File: config.mk
export PLATFORM = sky130hd
export DESIGN_NAME = johnson_seq_decoder
export DESIGN_NICKNAME = d
export VERILOG_FILES = /design/src/rtl/johnson_pkg.sv /design/src/rtl/johnson_code_classify.sv /design/src/rtl/johnson_seq_decoder.sv
export SDC_FILE = /design/constraint.sdc
export NUM_CORES = 1
export LEC_CHECK = 0
export ABC_AREA = 1
export BUFFER_PORTS_ARGS = -buffer_cell sky130_fd_sc_hd__buf_2
export CELL_PAD_IN_SITES_DETAIL_PLACEMENT = 1
export CELL_PAD_IN_SITES_GLOBAL_PLACEMENT = 1
export CORE_MARGIN = 5
export CORE_UTILIZATION = 36
export DETAILED_ROUTE_END_ITERATION = 8
export PLACE_DENSITY_LB_ADDON = 0.15
export SYNTH_ARGS = -nofsm -noshare
export SYNTH_HDL_FRONTEND = slang
export SYNTH_SLANG_ARGS = --single-unit
File: constraint.sdc
create_clock -name clk -period 1.85 [get_ports clk]
set_clock_uncertainty 0.2 [all_clocks]
set_input_delay 0.37 -clock clk [delete_from_list [all_inputs] [get_ports clk]]
set_output_delay 0.37 -clock clk [all_outputs]
set_load 0.05 [all_outputs]
File: src/rtl/johnson_pkg.sv
// Shared types and constants for the Johnson sequence decoder slice.
package johnson_pkg;

    typedef enum logic [1:0] {
        SEARCH = 2'd0,
        CHECK  = 2'd1,
        LOCKED = 2'd2
    } state_t;

    localparam int ERR_CNT_W = 8;

endpackage

File: src/rtl/johnson_code_classify.sv
// Combinational classifier: checks a Q/Qbar sample for Johnson legality and
// decodes it to its position in the 2N-long sequence.
module johnson_code_classify #(
    parameter int N  = 4,
    parameter int IW = $clog2(2*N)
) (
    input  logic [N-1:0]  q_in,
    input  logic [N-1:0]  qbar_in,
    output logic          legal,
    output logic [IW-1:0] idx
);

    logic [N-1:0]  nq;
    logic [N-1:0]  q_inc;
    logic [N-1:0]  nq_inc;
    logic          code_ok;
    logic [IW-1:0] pop_q;
    logic [IW-1:0] pop_nq;

    assign nq     = ~q_in;
    assign q_inc  = q_in + {{(N-1){1'b0}}, 1'b1};
    assign nq_inc = nq + {{(N-1){1'b0}}, 1'b1};

    // First half is a run of ones from the LSB; second half is the inverse of such a run.
    assign code_ok = q_in[N-1] ? ((nq & nq_inc) == '0) : ((q_in & q_inc) == '0);
    assign legal   = code_ok && (qbar_in == nq);

    always_comb begin
        pop_q  = '0;
        pop_nq = '0;
        for (int i = 0; i < N; i++) begin
            pop_q  = pop_q  + IW'(q_in[i]);
            pop_nq = pop_nq + IW'(nq[i]);
        end
    end

    assign idx = q_in[N-1] ? (IW'(N) + pop_nq) : pop_q;

endmodule

File: src/rtl/johnson_seq_decoder.sv
// Johnson counter receive-side monitor: decodes Q/Qbar samples, tracks the
// sequence, locks after a run of correct successors and counts errors.
module johnson_seq_decoder
    import johnson_pkg::*;
#(
    parameter  int N        = 4,
    parameter  int LOCK_LEN = 3,
    localparam int IW       = $clog2(2*N)
) (
    input  logic                 clk,
    input  logic                 rst,
    input  logic                 q_valid,
    input  logic [N-1:0]         q_in,
    input  logic [N-1:0]         qbar_in,
    output logic [IW-1:0]        idx,
    output logic                 idx_valid,
    output logic                 illegal,
    output logic                 seq_err,
    output logic                 locked,
    output logic [ERR_CNT_W-1:0] err_cnt
);

    localparam int RW = $clog2(LOCK_LEN + 1);

    state_t               state_reg, state_next;
    logic [RW-1:0]        run_reg, run_next;
    logic [IW-1:0]        idx_reg, idx_next;
    logic                 idx_valid_reg, idx_valid_next;
    logic                 illegal_reg, illegal_next;
    logic                 seq_err_reg, seq_err_next;
    logic [ERR_CNT_W-1:0] err_cnt_reg, err_cnt_next;
    logic                 err_inc;

    logic                 c_legal;
    logic [IW-1:0]        c_idx;
    logic [IW-1:0]        exp_idx;
    logic                 match;

    johnson_code_classify #(
        .N  (N),
        .IW (IW)
    ) u_classify (
        .q_in    (q_in),
        .qbar_in (qbar_in),
        .legal   (c_legal),
        .idx     (c_idx)
    );

    // idx_reg always holds the last legal index, so it doubles as prev_idx.
    assign exp_idx = (idx_reg == IW'(2*N-1)) ? '0 : idx_reg + IW'(1);
    assign match   = (c_idx == exp_idx);

    always_comb begin
        state_next     = state_reg;
        run_next       = run_reg;
        idx_next       = idx_reg;
        idx_valid_next = 1'b0;
        illegal_next   = 1'b0;
        seq_err_next   = 1'b0;
        err_inc        = 1'b0;
        if (q_valid) begin
            if (c_legal) begin
                idx_next       = c_idx;
                idx_valid_next = 1'b1;
            end
            case (state_reg)
                SEARCH: begin
                    if (c_legal) begin
                        state_next = CHECK;
                        run_next   = '0;
                    end else begin
                        illegal_next = 1'b1;
                    end
                end
                CHECK: begin
                    if (!c_legal) begin
                        state_next   = SEARCH;
                        run_next     = '0;
                        illegal_next = 1'b1;
                    end else if (match) begin
                        if (32'(run_reg) + 1 == LOCK_LEN) begin
                            state_next = LOCKED;
                            run_next   = '0;
                        end else begin
                            run_next = run_reg + RW'(1);
                        end
                    end else begin
                        run_next = '0;
                    end
                end
                LOCKED: begin
                    if (!c_legal) begin
                        state_next   = SEARCH;
                        illegal_next = 1'b1;
                        err_inc      = 1'b1;
                    end else if (!match) begin
                        state_next   = CHECK;
                        run_next     = '0;
                        seq_err_next = 1'b1;
                        err_inc      = 1'b1;
                    end
                end
                default: begin
                    state_next = SEARCH;
                    run_next   = '0;
                end
            endcase
        end
    end

    assign err_cnt_next = (err_inc && (err_cnt_reg != '1)) ? err_cnt_reg + ERR_CNT_W'(1)
                                                           : err_cnt_reg;

    always_ff @(posedge clk or negedge rst) begin
        if (!rst) begin
            state_reg     <= SEARCH;
            run_reg       <= '0;
            idx_reg       <= '0;
            idx_valid_reg <= 1'b0;
            illegal_reg   <= 1'b0;
            seq_err_reg   <= 1'b0;
            err_cnt_reg   <= '0;
        end else begin
            state_reg     <= state_next;
            run_reg       <= run_next;
            idx_reg       <= idx_next;
            idx_valid_reg <= idx_valid_next;
            illegal_reg   <= illegal_next;
            seq_err_reg   <= seq_err_next;
            err_cnt_reg   <= err_cnt_next;
        end
    end

    assign idx       = idx_reg;
    assign idx_valid = idx_valid_reg;
    assign illegal   = illegal_reg;
    assign seq_err   = seq_err_reg;
    assign locked    = (state_reg == LOCKED);
    assign err_cnt   = err_cnt_reg;

endmodule

==> results of run 1 <==
## final timing paths
kind,startpoint,endpoint,slack [ns],depth (start not counted)
setup / recovery,q_in[0],err_cnt[5],-0.34,15
max in group asynchronous,rst,state_reg[1],0.77,2
hold reg to reg,err_cnt[6],err_cnt[6],0.30,2
setup reg to reg,idx[0],err_cnt[5],-0.15,11
min in group asynchronous,rst,err_cnt[5],0.38,2
hold / removal,q_valid,illegal,0.23,3
## power breakdown
group | switching [W] | internal, W | total [W]
Sequential | 0.0000367 | 0.000432 | 0.000469
Combinational | 0.000438 | 0.000269 | 0.000707
Clock | 0.000136 | 0.000189 | 0.000326
Total | 0.000611 | 0.000891 | 0.00150
## per-stage QoR
step	setup TNS (ns)	std cells	cell area, sq um	hold slack [ns]	setup WS (ns)
global route	-5.026	285	2001	0.2271	-0.4210
global placement	-9.160	275	1764	0.1194	-0.6864
detailed placement	-10.14	275	1764	0.1352	-0.7595
CTS	-4.488	281	1934	0.2228	-0.3792
floorplan	-4.930	184	1444	-0.1256	-0.4086
finish	-3.959	285	2001	0.2313	-0.3370
## worst max-delay path, stage by stage
cell and delay [ns]:
buf_12 0.09, inv_12 0.03, ha_4 0.24, fa_2 0.38
ha_4 0.29, nand2_4 0.05, nand2_2 0.05, nand2_2 0.04
nand2_2 0.09, nand3_4 0.11, inv_6 0.10, nand2_8 0.09
nand2_8 0.11, nand2_2 0.05, o21ai_1 0.08
## timing repair
action                                  in CTS  in global routing
hold buffers                                 1                  0
pin swaps                                   11                 19
setup buffers                                0                  4
hold endpoints to repair                    18                  0
gates resized for setup                     22                 11
endpoints found under the setup margin      13                 13
cloned                                       1                  0
## cell type report
type                            instances  area (sq um)
Fill cell                             460          1715
Multi-Input combinational cell        137         967.2
Inverter                               30         142.6
Sequential cell                        18         450.4
Clock buffer                            4         55.05
Tap cell                               48         60.06
Timing Repair Buffer                   48         325.3
## cell families after synthesis
family	count (synthesis)	synth area share
AOI/OAI and AO/OA	5	0.02311
xor gates and xnor gates	7	0.04356
adders and majority gates	11	0.1084
buffers and inverters	30	0.08534
DFF	18	0.3200
and+or+nand+nor	113	0.4196
## layer usage
metal / global-route usage / share of wire / vias up
met1: 0.1771 / 0.39 / 653
met2: 0.2986 / 0.57 / 24
met3: 0.01385 / 0.032 / 4
met5: 0 / 0 / -
li1: - / - / 679
met4: 0.06557 / 0.013 / 0
## cells in the final DEF, fill, tap and decap left out, drive strengths merged, types with 4 or more instances in the layout
| cell | n |
|---|---|
| ha | 9 |
| nand4 | 6 |
| xor2 | 4 |
| nand3 | 15 |
| clkbuf | 4 |
| nor2 | 15 |
| inv | 28 |
| buf | 47 |
| dfrtp | 18 |
| nand2 | 74 |
==> qor.yml, run 1 <==
floorplanning:
  dieArea_sq_um: 5261
  core-area_sq_um: 3716
  rows: 22
  start_util: 0.3788
  die_y_um: 72.53
  fp.dieW_um: 72.53
  io_pins: 26
yosys:
  yosysTopAreaCell: "dfrtp_1"
  netlist_area_sq_um: 1408
  synth_area_leaders: "dfrtp_1, nand2_1, ha_1"
  ys_types: 29
  synth_seq_area_share: 0.3200
  synth.top_cell.area_share: 0.3200
  synth.most_common_cell: "nand2_1"
  yosys_warnings: 0
  synthArstFlopShare: 1.000
  syn_nets: 206
  synth_commonest_cells: "nand2_1, inv_1, dfrtp_1"
  avgSynthCellArea_sq_um: 7.650
  ys_ff_latch: 18
  synthCells: 184
  synth-edff-count: 0
  synth-main-ff-cell: "dfrtp_1"
global_route:
  grt_pass1_vias: 1489
  grt_overflow_total: 0
  grt_pass1_wl_mm: 6.596
  grt.total_usage: 0.1574
  antenna_found_initial: 0
  grt_max_degree: 19
sta:
  setup_slack_ns: -0.3370
  fin_crit_ns: 2.187
  fmax_mhz: 457.3
  slew_headroom: 0.5965
  rsz0062_at_grt: "true"
  tightest_slew_ns: 0.6033
  setup_viol: 14
  hold_violations: 0
  finalCritPeriodShare: 1.182
  drv_slew: 0
pwr:
  p_total_w: 0.001502
  power.density_nw_per_um2: 750.8
  power_leakage_nw: 1.025
  vdd_drop_max_uv: 450.7
cts:
  numCtsBuffers: 3
  tritoncts: "built"
  root_buffer: "clkbuf_8"
  cts.sink_count: 18
  clock_latency_ns: 0.26
  path_clk_slew_ns: 0.07
  clock_path_buffers: 2
  htree_levels: 1
setup_path:
  cp-start-kind: "input port"
  path_max_fanout: 8
  critPathRequiredTime_ns: 1.83
  crit_type: "input port to register"
  arrival_ns: 2.17
  worstSetupEndpointType: "register"
finish:
  syn2layout_area_growth_pct: 42.13
  diodes: 0
  nNetsFinal: 260
  largest_reg_flops: 8
  layout-drive-gt1-share: 0.4388
  fin_util: 0.5384
route:
  drt_first_pass_iters: 2
  drcViolationCount: 0
  drtIter0Drc: 53
  ant_nets: 0
  drt_wl_total_mm: 3.802
  wire_per_inst_um: 13.34
  vias_per_cell: 4.772
  dr_total_vias: 1360
placement:
  hpwlAfterDp_mm: 2.949
  placement.io_buffers: 25
  gp_congestion: 0.8396
run:
  maxCapViolations: 0
hold_path:
  hp-class: "input port to register"
run_status:
  status: "complete, but fails checks"
  violations: "negative setup slack"
No activity file was read; power rests on OpenSTA's default activity.
==> run 2: changes to the inputs <==
==> constraint.sdc (replaced) <==
create_clock -name clk -period 1.9 [get_ports clk]
set_clock_uncertainty 0.2 [all_clocks]
set_input_delay 0.38 -clock clk [delete_from_list [all_inputs] [get_ports clk]]
set_output_delay 0.38 -clock clk [all_outputs]
set_load 0.05 [all_outputs]
==> qor.yml, run 2 (synthesis gave the netlist of run 1 again) <==
sta:
  setup_slack_ns: -0.3207  # +0.01630 ns
  fmax_mhz: 450.3
  fin_crit_ns: 2.221
  hold_violations: 0  # unchanged
  slew_headroom: 0.6571  # +0.06057
  finalCritPeriodShare: 1.169
  setup_viol: 13  # -1
  drv_slew: 0  # unchanged
  rsz0062_at_grt: "true"
  tightest_slew_ns: 0.5127  # -0.09056 ns
route:
  drt_first_pass_iters: 4  # +2
  wl_met2_mm: 1.926  # -11%
  route.top_layer_used: "met4"
  drtIter0Drc: 66  # +25%
  wl_met3_um: 115  # -6.5%
  drcViolationCount: 0  # unchanged
  ant_nets: 0  # unchanged
  wl_met1_mm: 1.445  # -1.8%
  wire_per_inst_um: 12.33  # -7.6%
  vias_per_cell: 4.713  # -1.2%
  dr_total_vias: 1348  # -0.88%
  drt_wl_total_mm: 3.526  # -7.3%
pwr:
  power.density_nw_per_um2: 724.4  # -3.5%
  vdd_drop_max_uv: 347.5  # -23%
  power_leakage_nw: 1.043  # +1.7%
setup_path:
  arrival_ns: 2.21  # +0.04 ns
  crit_type: "input port to register"
  cp-start-kind: "input port"
  path_max_fanout: 4  # -4
  critPathRequiredTime_ns: 1.89  # +0.06 ns
  worstSetupEndpointType: "register"
placement:
  gp_congestion: 0.8516  # +1.4%
  placement.io_buffers: 25  # unchanged
  hpwlAfterDp_mm: 2.887  # -2.1%
  dpl_worst_slack_ns: -0.7189  # +0.04066 ns
cts:
  numCtsBuffers: 3  # unchanged
  root_buffer: "clkbuf_8"
  clock_path_buffers: 2  # unchanged
  path_clk_slew_ns: 0.06  # about the same
  tritoncts: "built"
  clock_latency_ns: 0.26  # about the same
  cts.sink_count: 18  # unchanged
  htree_levels: 1  # unchanged
finish:
  largest_reg_flops: 8  # unchanged
  layout-drive-gt1-share: 0.4076  # -0.03126
  final_cell_mix: "nand2_1, buf_2, buf_4, inv_1, dfrtp_1"
  syn2layout_area_growth_pct: 40.27
  final_common_cell: "nand2_1"
  fin_util: 0.5313  # -0.007071
  diodes: 0  # unchanged
  nNetsFinal: 261  # +0.38%
floorplanning:
  fp.dieW_um: 72.53  # unchanged
  core-area_sq_um: 3716  # unchanged
  start_util: 0.3788  # unchanged
  dieArea_sq_um: 5261  # unchanged
  io_pins: 26  # unchanged
  die_y_um: 72.53  # unchanged
  rows: 22  # unchanged
global_route:
  grt_overflow_total: 0  # unchanged
  grt_max_degree: 19  # unchanged
  grt_pass1_vias: 1430  # -4.0%
  grt.total_usage: 0.1482  # -0.009219
  grt_pass1_wl_mm: 6.223  # -5.7%
  antenna_found_initial: 0  # unchanged
run_status:
  violations: "negative setup slack"
  status: "complete, but fails checks"
hold_path:
  hp-class: "input port to register"
run:
  maxCapViolations: 0  # unchanged
run 2: changes by cell type in the layout (fill, tap and decap cells not counted), moves of 2 or more:
cell,delta
nand2_2,-5
nand2_1,+5
nor2_1,+2
nor2_2,-2
run 2: cell type report:
cell class / count / area [sq um]
Fill cell: 488 / 1742
Sequential cell: 18 / 450.4
Clock buffer: 4 / 55.05
Multi-Input combinational cell: 137 / 942.2
Timing Repair Buffer: 49 / 327.8
Inverter: 30 / 138.9
Tap cell: 48 / 60.06
run 2: path summary, 6_finish.rpt:
path / start / to / slack (ns) / cells past startpoint
max: q_in[1] / run_reg[0] / -0.32 / 15
min: q_valid / illegal / 0.23 / 3
max reg2reg: idx[0] / run_reg[0] / -0.12 / 11
min reg2reg: state_reg[1] / state_reg[1] / 0.29 / 2
max in group asynchronous: rst / state_reg[1] / 0.80 / 2
min in group asynchronous: rst / err_cnt[5] / 0.39 / 2
run 2: report_power, final:
group	internal (W)	total, W	switching, W	leakage [nW]
sequential	0.000421	0.000456	0.0000354	0.238
combinational	0.000253	0.000658	0.000405	0.776
clock	0.000184	0.000316	0.000132	0.0288
run 2: per-layer routing:
layer | vias up | track usage
li1 | 683 | -
met1 | 637 | 0.1660
met2 | 24 | 0.2816
met3 | 4 | 0.01524
met4 | 0 | 0.05943
met5 | - | 0
run 2: repair_timing:
| item | CTS | global route |
|---|---|---|
| resized for setup | 18 | 4 |
| hold buffers | 1 | 0 |
| gates cloned | 1 | 0 |
| endpoints found under the hold margin | 18 | 0 |
| endpoints found under the setup margin | 13 | 13 |
| setup buffers | 2 | 3 |
| pin swaps | 13 | 3 |
run 2: metrics by stage:
stage	cells	total power [W]	TNS [ns]	hold WS, ns	cell area, sq um
final	286	0.001430	-3.396	0.2292	1974
after global routing	286	0.001539	-4.399	0.2418	1974
after CTS	283	0.001428	-3.473	0.2339	1942
after detailed placement	275	0.001071	-9.679	0.1476	1764
after global placement	275	0.001050	-8.579	0.1286	1764
after floorplan	184	0.0008734	-4.410	-0.1156	1444
run 2: worst max-delay path: stages:
cell,delay [ns]
buf_8,0.10
inv_6,0.05
ha_4,0.20
fa_2,0.36
ha_4,0.28
nand2_4,0.06
nand2_2,0.07
nand2_2,0.05
nand2_2,0.08
nand3_4,0.10
inv_4,0.11
nand3_1,0.09
nor2_1,0.13
nand2_1,0.08
nand2_1,0.07
==> run 3: changes to the inputs <==
--- a/config.mk
+++ b/config.mk
@@ -10,9 +10,10 @@
 export CELL_PAD_IN_SITES_DETAIL_PLACEMENT = 1
 export CELL_PAD_IN_SITES_GLOBAL_PLACEMENT = 1
 export CORE_MARGIN = 5
-export CORE_UTILIZATION = 36
+export CORE_UTILIZATION = 35
 export DETAILED_ROUTE_END_ITERATION = 8
 export PLACE_DENSITY_LB_ADDON = 0.15
 export SYNTH_ARGS = -nofsm -noshare
 export SYNTH_HDL_FRONTEND = slang
+export SYNTH_HIERARCHICAL = 1
 export SYNTH_SLANG_ARGS = --single-unit
==> constraint.sdc (replaced) <==
create_clock -name clk -period 1.79 [get_ports clk]
set_clock_uncertainty 0.2 [all_clocks]
set_input_delay 0.358 -clock clk [delete_from_list [all_inputs] [get_ports clk]]
set_output_delay 0.358 -clock clk [all_outputs]
set_load 0.05 [all_outputs]
==> qor.yml, run 3 <==
floorplanning:
  dieArea_sq_um: 5092  # -3.2%
  fp.dieW_um: 71.36  # -1.6%
  io_pins: 26  # unchanged
  core-area_sq_um: 3661  # -1.5%
  rows: 22  # unchanged
  start_util: 0.3599  # -0.01891
  die_y_um: 71.36  # -1.6%
placement:
  dp_cells: 265  # -3.6%
  gp_congestion: 0.7870  # -7.6%
  hpwlAfterDp_mm: 2.696  # -6.6%
  placement.io_buffers: 25  # unchanged
  placed_cell_area_sq_um: 1657  # -6.1%
sta:
  tightest_slew_ns: 0.4332  # -0.07955 ns
  setup_viol: 15  # +2
  hold_violations: 0  # unchanged
  fin_tns_setup_ns: -7.991  # -4.595 ns
  setup_slack_ns: -0.6495  # -0.3289 ns
  fin_crit_ns: 2.440
  finalCritPeriodShare: 1.363
  fmax_mhz: 409.9
  rsz0062_at_grt: "true"
  timing.hold.ws_ns: 0.1857  # -0.04356 ns
  drv_slew: 0  # unchanged
  slew_headroom: 0.7112  # +0.05414
yosys:
  synth.most_common_cell: "nand2_1"
  synthArstFlopShare: 1.000  # unchanged
  synth-main-ff-cell: "dfrtp_1"
  synth-edff-count: 0  # unchanged
  netlist_area_sq_um: 1318  # -6.4%
  syn_nets: 198  # -3.9%
  avgSynthCellArea_sq_um: 7.529  # -1.6%
  synth_commonest_cells: "nand2_1, inv_1, dfrtp_1"
  yosysTopAreaCell: "dfrtp_1"
  synth_area_leaders: "dfrtp_1, nand2_1, ha_1"
  synthCells: 175  # -4.9%
  yosys_warnings: 6  # +6
  synth_seq_area_share: 0.3419  # +0.02188
  ys_ff_latch: 18  # unchanged
  synth.top_cell.area_share: 0.3419  # +0.02188
  ys_types: 24  # -17%
finish:
  syn2layout_area_growth_pct: 41.60
  nNetsFinal: 248  # -5.0%
  final_cell_mix: "nand2_1, buf_2, inv_1, nand2_2, dfrtp_1"
  instances_no_fill: 272  # -4.9%
  fin_util: 0.5096  # -0.02174
  layout-drive-gt1-share: 0.4286  # +0.02101
  design_area_sq_um: 1866  # -5.5%
  largest_reg_flops: 8  # unchanged
  diodes: 0  # unchanged
  final_common_cell: "nand2_1"
global_route:
  grt_max_degree: 19  # unchanged
  grt_use_met2: 0.2857  # +0.004151
  grt_pass1_vias: 1421  # -0.63%
  grt.total_usage: 0.1477  # -0.0004952
  use_met1: 0.1611  # -0.004893
  grt_use_met3: 0.02945  # +0.01422
  grt_pass1_wl_mm: 6.127  # -1.5%
  antenna_found_initial: 0  # unchanged
  top_usage_layer: "met2"
  grt_overflow_total: 0  # unchanged
cts:
  clock_path_buffers: 2  # unchanged
  clock_latency_ns: 0.25  # about the same
  tritoncts: "built"
  cts.sink_count: 18  # unchanged
  root_buffer: "clkbuf_8"
  path_clk_slew_ns: 0.08  # +0.02 ns
  htree_levels: 1  # unchanged
  numCtsBuffers: 3  # unchanged
route:
  drt_first_pass_iters: 4  # unchanged
  ant_nets: 0  # unchanged
  wire_per_inst_um: 12.75  # +3.4%
  drcViolationCount: 0  # unchanged
  drtIter0Drc: 32  # -52%
  vias_per_cell: 4.658  # -1.2%
  drt_wl_total_mm: 3.467  # -1.7%
  dr_total_vias: 1267  # -6.0%
run_status:
  violations: "negative setup slack"
  status: "complete, but fails checks"
setup_path:
  critPathRequiredTime_ns: 1.77  # -0.12 ns
  worstSetupEndpointType: "register"
  path_max_fanout: 6  # +2
  crit_type: "input port to register"
  cp-start-kind: "input port"
  arrival_ns: 2.42  # +0.21 ns
pwr:
  power.density_nw_per_um2: 857.2  # +18%
  power_leakage_nw: 0.9815  # -5.9%
  vdd_drop_max_uv: 428.8  # +23%
hold_path:
  hp-class: "input port to register"
run:
  maxCapViolations: 0  # unchanged
-- run 3: final cells by class --
cell class | count | area (sq um)
fillers | 460 | 1795
multi-input cells | 131 | 892.1
flip-flops and latches | 18 | 450.4
repair buffers | 45 | 310.3
inverters | 26 | 97.59
well taps | 48 | 60.06
clock buffers | 4 | 55.05
-- run 3: cells by family after synthesis --
group | count (synthesis) | synth area share
and+or+nand+nor | 96 | 0.3238
buffers and inverters | 27 | 0.08262
DFF | 18 | 0.3419
AOI/OAI and AO/OA | 15 | 0.08547
adders and majority gates | 12 | 0.1197
xor gates and xnor gates | 7 | 0.04653
-- run 3: worst paths after layout --
path                                 start         end  slack, ns  cells after the start
worst max-delay path               q_in[0]  err_cnt[2]      -0.65                     15
worst min-delay path               q_valid     illegal       0.19                      3
worst max register to register      idx[0]  err_cnt[2]      -0.17                     10
worst min register to register  run_reg[1]  run_reg[1]       0.32                      2
max in group asynchronous              rst  err_cnt[5]       0.72                      2
min in group asynchronous              rst  err_cnt[1]       0.37                      2
-- run 3: layer usage --
layer	wire length, um	part of all wire
met5	0	0
met4	46	0.013
met3	123	0.035
met2	1875	0.54
met1	1422	0.41
-- run 3: through the flow --
step	setup slack, ns	total power (W)
floorplan	-0.6965	0.0009755
detailed placement	-0.9772	0.001200
CTS	-0.5989	0.001600
finish	-0.6495	0.001599
global route	-0.7738	0.001727
global placement	-0.8813	0.001168
-- run 3: where the power goes --
group          switching [W]  total [W]  internal (W)
combinational       0.000469   0.000729      0.000260
clock               0.000148   0.000343      0.000195
sequential         0.0000669   0.000527      0.000460
total               0.000684    0.00160      0.000916
-- run 3: worst max-delay path, stage by stage --
cell,delay (ns)
buf_8,0.10
fa_1,0.55
inv_1,0.05
ha_2,0.18
ha_4,0.26
nand2_2,0.04
nand2_2,0.07
inv_2,0.04
nand2_2,0.05
nand2_2,0.06
nor2_4,0.18
nand3_4,0.18
nand2_8,0.16
nand2_2,0.07
o21ai_2,0.06
-- run 3: timing repair --
item                       4_1_cts  5_1_grt
buffers inserted                 0        1
resized for setup               20       13
hold buffers                     1        0
cloned                           1        0
setup endpoints to repair       15       17
pin swaps                       10        4
hold endpoints to repair        18        0
